**src/rtl/seq_scan_ctrl.sv**
```systemverilog
// Serial pattern-scan controller: accepts a word, shifts it MSB-first through a
// programmable bit-serial pattern detector, and returns the per-word match count.
module seq_scan_ctrl #(
    parameter int unsigned DATA_W = 8,
    parameter int unsigned PAT_W  = 4,
    parameter int unsigned LEN_W  = 3,
    parameter int unsigned CNT_W  = 4
) (
    input  logic              clock,
    input  logic              reset,
    input  logic              in_valid,
    output logic              in_ready,
    input  logic [DATA_W-1:0] in_data,
    input  logic [PAT_W-1:0]  cfg_pattern,
    input  logic [LEN_W-1:0]  cfg_len,
    input  logic              cfg_overlap,
    output logic              det_o,
    output logic              busy,
    output logic              out_valid,
    input  logic              out_ready,
    output logic [CNT_W-1:0]  out_count
);

    localparam int unsigned IDX_W = (DATA_W > 1) ? $clog2(DATA_W) : 1;

    typedef enum logic [1:0] {
        S_IDLE  = 2'd0,
        S_SHIFT = 2'd1,
        S_DONE  = 2'd2
    } state_t;

    state_t             r_state;
    state_t             w_state_next;
    logic               w_accept;

    logic [DATA_W-1:0]  r_word;
    logic [PAT_W-1:0]   r_pattern;
    logic [LEN_W-1:0]   r_len;
    logic               r_overlap;
    logic [PAT_W-1:0]   r_hist;
    logic [LEN_W-1:0]   r_fill;
    logic [IDX_W-1:0]   r_idx;
    logic [CNT_W-1:0]   r_count;
    logic               r_det_o;
    logic               r_in_ready;
    logic               r_busy;
    logic               r_out_valid;

    logic [LEN_W-1:0]   w_len_eff;
    logic               w_bit;
    logic [PAT_W-1:0]   w_hist_new;
    logic [LEN_W-1:0]   w_fill_inc;
    logic [PAT_W-1:0]   w_mask;
    logic               w_match;

    // State register; status outputs are registered from the next state
    always_ff @(posedge clock) begin
        if (reset) begin
            r_state     <= S_IDLE;
            r_in_ready  <= 1'b1;
            r_busy      <= 1'b0;
            r_out_valid <= 1'b0;
        end else begin
            r_state     <= w_state_next;
            r_in_ready  <= (w_state_next == S_IDLE);
            r_busy      <= (w_state_next != S_IDLE);
            r_out_valid <= (w_state_next == S_DONE);
        end
    end

    // Next-state logic
    always_comb begin
        w_state_next = r_state;
        w_accept     = 1'b0;
        case (r_state)
            S_IDLE: begin
                if (in_valid) begin
                    w_accept     = 1'b1;
                    w_state_next = S_SHIFT;
                end
            end
            S_SHIFT: begin
                if (r_idx == IDX_W'(DATA_W - 1)) begin
                    w_state_next = S_DONE;
                end
            end
            S_DONE: begin
                if (out_ready) begin
                    w_state_next = S_IDLE;
                end
            end
            default: w_state_next = S_IDLE;
        endcase
    end

    // Detector datapath: next history, saturating fill and masked compare
    always_comb begin
        w_len_eff  = ((cfg_len == '0) || (int'(cfg_len) > int'(PAT_W)))
                     ? LEN_W'(PAT_W) : cfg_len;
        w_bit      = r_word[DATA_W-1];
        w_hist_new = {r_hist[PAT_W-2:0], w_bit};
        w_fill_inc = (int'(r_fill) >= int'(PAT_W)) ? LEN_W'(PAT_W) : r_fill + LEN_W'(1);
        w_mask     = '0;
        for (int i = 0; i < int'(PAT_W); i++) begin
            w_mask[i] = (i < int'(r_len));
        end
        w_match    = (w_fill_inc >= r_len) &&
                     (((w_hist_new ^ r_pattern) & w_mask) == '0);
    end

    // Word capture and per-bit sequencing
    always_ff @(posedge clock) begin
        if (reset) begin
            r_word    <= '0;
            r_pattern <= '0;
            r_len     <= '0;
            r_overlap <= 1'b0;
            r_hist    <= '0;
            r_fill    <= '0;
            r_idx     <= '0;
            r_count   <= '0;
            r_det_o   <= 1'b0;
        end else begin
            r_det_o <= 1'b0;
            if (w_accept) begin
                r_word    <= in_data;
                r_pattern <= cfg_pattern;
                r_len     <= w_len_eff;
                r_overlap <= cfg_overlap;
                r_hist    <= '0;
                r_fill    <= '0;
                r_idx     <= '0;
                r_count   <= '0;
            end else if (r_state == S_SHIFT) begin
                r_word  <= {r_word[DATA_W-2:0], 1'b0};
                r_hist  <= w_hist_new;
                // Non-overlapping mode retires the bits that formed a match
                r_fill  <= (w_match && !r_overlap) ? '0 : w_fill_inc;
                r_idx   <= r_idx + IDX_W'(1);
                r_det_o <= w_match;
                r_count <= r_count + CNT_W'(w_match);
            end
        end
    end

    assign in_ready  = r_in_ready;
    assign busy      = r_busy;
    assign out_valid = r_out_valid;
    assign det_o     = r_det_o;
    assign out_count = r_count;

endmodule

```
**config.mk**
```make
export PLATFORM = sky130hd
export DESIGN_NAME = seq_scan_ctrl
export DESIGN_NICKNAME = d
export VERILOG_FILES = /design/src/rtl/seq_scan_ctrl.sv
export SDC_FILE = /design/constraint.sdc
export NUM_CORES = 1
export LEC_CHECK = 0
export CELL_PAD_IN_SITES_DETAIL_PLACEMENT = 0
export CELL_PAD_IN_SITES_GLOBAL_PLACEMENT = 2
export CORE_UTILIZATION = 30
export DETAILED_ROUTE_END_ITERATION = 12
export PLACE_DENSITY = 0.87
export SLEW_MARGIN = 20
export SYNTH_ARGS = -nofsm -noshare
export SYNTH_HDL_FRONTEND = slang
export SYNTH_SLANG_ARGS = --single-unit
```
**constraint.sdc**
```tcl
create_clock -name clock -period 3.22 [get_ports clock]
set_input_delay 0.322 -clock clock [delete_from_list [all_inputs] [get_ports clock]]
set_output_delay 0.322 -clock clock [all_outputs]
set_load 0.01 [all_outputs]
```
Word level (Yosys, flattened, before mapping)
Index checks and enable logic that the tools add are counted.
Operators by class
  add/sub/neg operators: 3
  $lt $le $gt $ge: 7
  equality and inequality tests: 4
  muxes and demuxes: 11
  bitwise operators: 3
  reduce and logical (&&, ||, !) cells: 12
Operator list (count)
  $mux W8: 2
  $mux W3: 3
  $add A3 B1 Y3 const B: 2
  $lt A1 B3 Y1 const A: 2
  $lt A2 B3 Y1 const A: 2
  $mux W2: 3
  $pmux W2 S3: 1
  $add A4 B1 Y4: 1
  $and A4 B4 Y4: 1
  $eq A2 B2 Y1 const B: 2
  $logic_not A2 Y1: 2
  $logic_not A4 Y1: 1
  $reduce_bool A2 Y1: 2
  $xor A4 B4 Y4: 1
  $eq A3 B3 Y1 const B: 1
  $ge A3 B3 Y1: 1
  $ge A3 B3 Y1 const B: 1
  $gt A3 B3 Y1 const B: 1
  $logic_not A3 Y1: 1
  $reduce_or A3 Y1: 1
  $eq A2 B1 Y1 const B: 1
  $logic_and A1 B1 Y1: 2
  $mux W1: 2
  $reduce_or A2 Y1: 1
  other kinds (3): 3
Storage, ports and cells
  register bits: 35
  input bits: 20
  output and inout port bits: 8
  logic and storage cells: 53

Depth between registers and ports, before layout
  depth in word-level cells: 6
  mapped depth: 11
  depth with buffers taken out: 11

Least setup slack after synthesis
Ideal clock, no wire load.
  kind: register -> register
  start: register r_fill[0]
  end: register r_count[2] (netlist: out_count[2])
  library setup time: 117 ps
  arrival: 2021 ps
  required time: 3103 ps
  slack: 1082 ps
  stages on the path, launching flop included: 12
  path buffers: 0
  cells stage by stage: dfxtp_1 > inv_1 > ha_1 > nor2b_1 > ha_1 > a211oi_4 > nor4_4 > ha_1 > ha_1 > nand2_1 > xor2_1 > nor2_1
Between the ends
  word-level cells in the longest chain between the ends: 5
  elaborated cells on any way between the ends: 6
RTL lines
  from (decl): line 41  | logic [LEN_W-1:0] r_fill;
  from (signal assigned): line 138  | r_fill <= (w_match && !r_overlap) ? '0 : w_fill_inc;
  $add A3 B1 Y3 / $ge A3 B3 Y1 (equally long branches): line 102  | w_fill_inc = (int'(r_fill) >= int'(PAT_W)) ? LEN_W'(PAT_W) : r_fill + LEN_W'(1);
  $mux W3 (*): line 102
  $ge A3 B3 Y1 (*): line 107  | w_match = (w_fill_inc >= r_len) &&
  $logic_and A1 B1 Y1 (*): line 107
  net w_match: line 54  | logic w_match;
  $add A4 B1 Y4 (*): line 141  | r_count <= r_count + CNT_W'(w_match);
  to (signal assigned): line 141
  to (decl): line 43  | logic [CNT_W-1:0] r_count;
Mark *: on every way through the listed nets, which the timed path passes. The rest lies on a longest branch.
A chain may end at the register's enable or synchronous reset.

Final worst setup path
Same ends and word-level chain as after synthesis.

==> reports/metrics.cfg <==
[outcome]
status=finished, final reports clean

[critical_path]
reg2reg_from=r_fill[0]
r2r-end=out_count[2]
crit_end=out_count[2]
crit_type=register to register
crit_path_start_kind=register
crit_arrival_ns=2.48
reg2reg_setup_slack_ns=0.90
critPathLaunch=r_fill[0]
end_kind=register
cp.required_ns=3.38
r2r_cells=11
worstPathMaxFanout=4

[power]
max-vdd-ir-drop_mv=0.249
leakage_nw=0.761
clkPwrFrac_pct=36.3
sw_frac_of_total_pct=24.5
power.switching_mw=0.234
power_density_mw_per_mm2=477
pwr-share-seq_pct=49.2
p_int_mw=0.721
pwr-share-comb_pct=14.4

[sta]
hold_viol=0
max_freq_mhz=431
worst_pin_slew_ns=0.507
finalSetupViolations=0
slew_violations=0
finalSetupTns_ns=0
rsz0062_at_grt=no
period_needed_ns=2.32
finalCritPeriodShare_pct=72.1
slew_headroom_pct=66.2
clock_skew_ns=0.00325

[drt]
dr.pass1.iters=4
vias=1247
wirelength_um=3180
avgRoutedWirePerCell_um=11.6
drcViolationCount=0
vias_per_cell=4.55
drt_iter0_drc=71
ant_nets=0

[finish]
antenna_cells=0
drive_above_1_share_pct=10.3
final_nets=233
syn2layout_area_growth_pct=26.6
finish.utilization_pct=39.4

[floorplanning]
pin_count=28
initial_utilization_pct=31.1
fp.dieH_um=74.6
coreArea_mm2=0.00507
core.rowCount=26
die_area_mm2=0.00556
dieWidth_um=74.6

[clocking]
cts_tree=yes
clock_latency_ns=0.28
htree_levels=2
post_cts_buffers=0
cts_resized=0
cts.sinks=35
ctsLongestPathBuffers=2
cts_made_buffers=5
path_clk_slew_ns=0.07
cts_hold_buf=0
cts-root-buf=clkbuf_8

[yosys]
synth.cell_area_mm2=0.00158
synth-seq-cells=35
synth_warnings=0
syn_area_per_cell_um2=8.98
syn_nets=206
synth_cell_type_count=38
seq_area_frac_synth_pct=44.3
synthCells=176

[global_routing]
grt_pass1_wl_um=5450
grt_max_degree=22
grt-ovfl-total=0
antenna_found_initial=0
first_global_vias=1210
grt.total_usage_pct=13.2

[min_path]
hp-class=register to register

[place]
place.gp.congestion=0.734
io_buffers=27
dpl.hpwl_um=2330

[job]
max-cap-violations=0

cell usage after synthesis (all sizes together):
library cell,n,share of area [%]
a22oi,2,1.3
nor2,13,3.7
a41o,1,0.63
o21ai,1,0.55
dfxtp,35,44
nor2b,1,0.40
and3,1,0.40
buf,7,2.6
o22ai,9,3.6
inv,15,3.6
nor4,1,1.3
a221oi,7,3.9
nor3,3,1.3
nand2b,3,1.3
xor2,2,1.1
a32o,1,0.71
clkbuf,1,0.24
a21oi,16,5.1
nor3b,1,0.48
nand4,1,0.40
a211oi,3,2.2
xnor2,5,2.8
nand3,1,0.32
ha,10,7.9
nand3b,2,0.95
o21a,1,0.48
nand2,29,6.9
or2,4,1.6
metrics by stage:
stage | area (um2) | total power [mW] | hold slack, ns | instances | setup WS, ns
after floorplan | 1580 | 0.568 | 0.393 | 176 | 1.08
after global placement | 1900 | 0.618 | 0.449 | 266 | 0.976
after detailed placement | 1900 | 0.620 | 0.455 | 266 | 0.889
after CTS | 2000 | 0.969 | 0.465 | 274 | 0.878
after global routing | 2000 | 1.00 | 0.486 | 274 | 0.711
final | 2000 | 0.954 | 0.463 | 274 | 0.899
cells by family after synthesis:
kind of cell | synth area share [%]
simple gates | 19.1
fa+ha+maj | 7.92
flops | 44.3
xor+xnor | 3.88
buf+inv | 6.41
compound gates | 18.4
placed cells by master, fill, tap and decap left out, drive strengths merged, types with 3 or more instances in the layout:
cell	n
dfxtp	35
nand2	29
clkdlybuf4s50	27
a21oi	16
inv	15
nor2	13
ha	10
o22ai	9
clkbuf	8
a221oi	7
xnor2	5
or2	4
nand2b	3
nor3	3
a211oi	3
metal layers:
layer,vias up,share of wire [%],GRT usage [%]
met3,7,4.2,3.79
li1,655,-,-
met1,561,48,16.8
met4,0,1.8,5.03
met5,-,0,0
met2,24,46,21.1
how the worst min path moves through the flow:
stage	startpoint	end	slack (ns)	cells past startpoint
floorplan	reset	r_state[1]	0.39	1
global placement	r_idx[1]	r_idx[1]	0.45	2
detailed placement	r_idx[2]	r_idx[2]	0.46	2
CTS	r_idx[2]	r_idx[2]	0.47	2
global route	r_word[1]	r_word[1]	0.49	2
finish	r_idx[2]	r_idx[2]	0.46	2
flip-flops by register name (all words and copies together) (netlist names):
register	count
r_word	8
out_count	4
r_pattern	4
r_fill	3
r_hist	3
r_idx	3
r_len	3
r_state	2
busy	1
det_o	1
in_ready	1
out_valid	1
r_overlap	1
final cells by class:
cell class / instances / area, um2
clock buffers: 8 / 100
fillers: 553 / 3070
inverters: 15 / 56.3
multi-input cells: 118 / 778
flip-flops and latches: 35 / 701
well taps: 70 / 87.6
repair buffers: 28 / 278
power groups by stage:
stage / clock network, mW / logic [mW] / registers [mW]
finish: 0.347 / 0.138 / 0.470
global route: 0.376 / 0.155 / 0.473
CTS: 0.359 / 0.140 / 0.470
detailed placement: 0 / 0.140 / 0.480
global placement: 0 / 0.139 / 0.479
floorplan: 0 / 0.0901 / 0.478
worst max-delay path: stages (launching register included):
cell and delay, ns:
dfxtp_1 0.37, inv_1 0.06, ha_1 0.28, nor2b_1 0.15, ha_1 0.31, a211oi_4 0.07
nor4_4 0.34, ha_1 0.23, ha_1 0.14, nand2_1 0.05, xor2_1 0.13, nor2_1 0.05
Note: power is estimated with default switching activity, not from simulation.
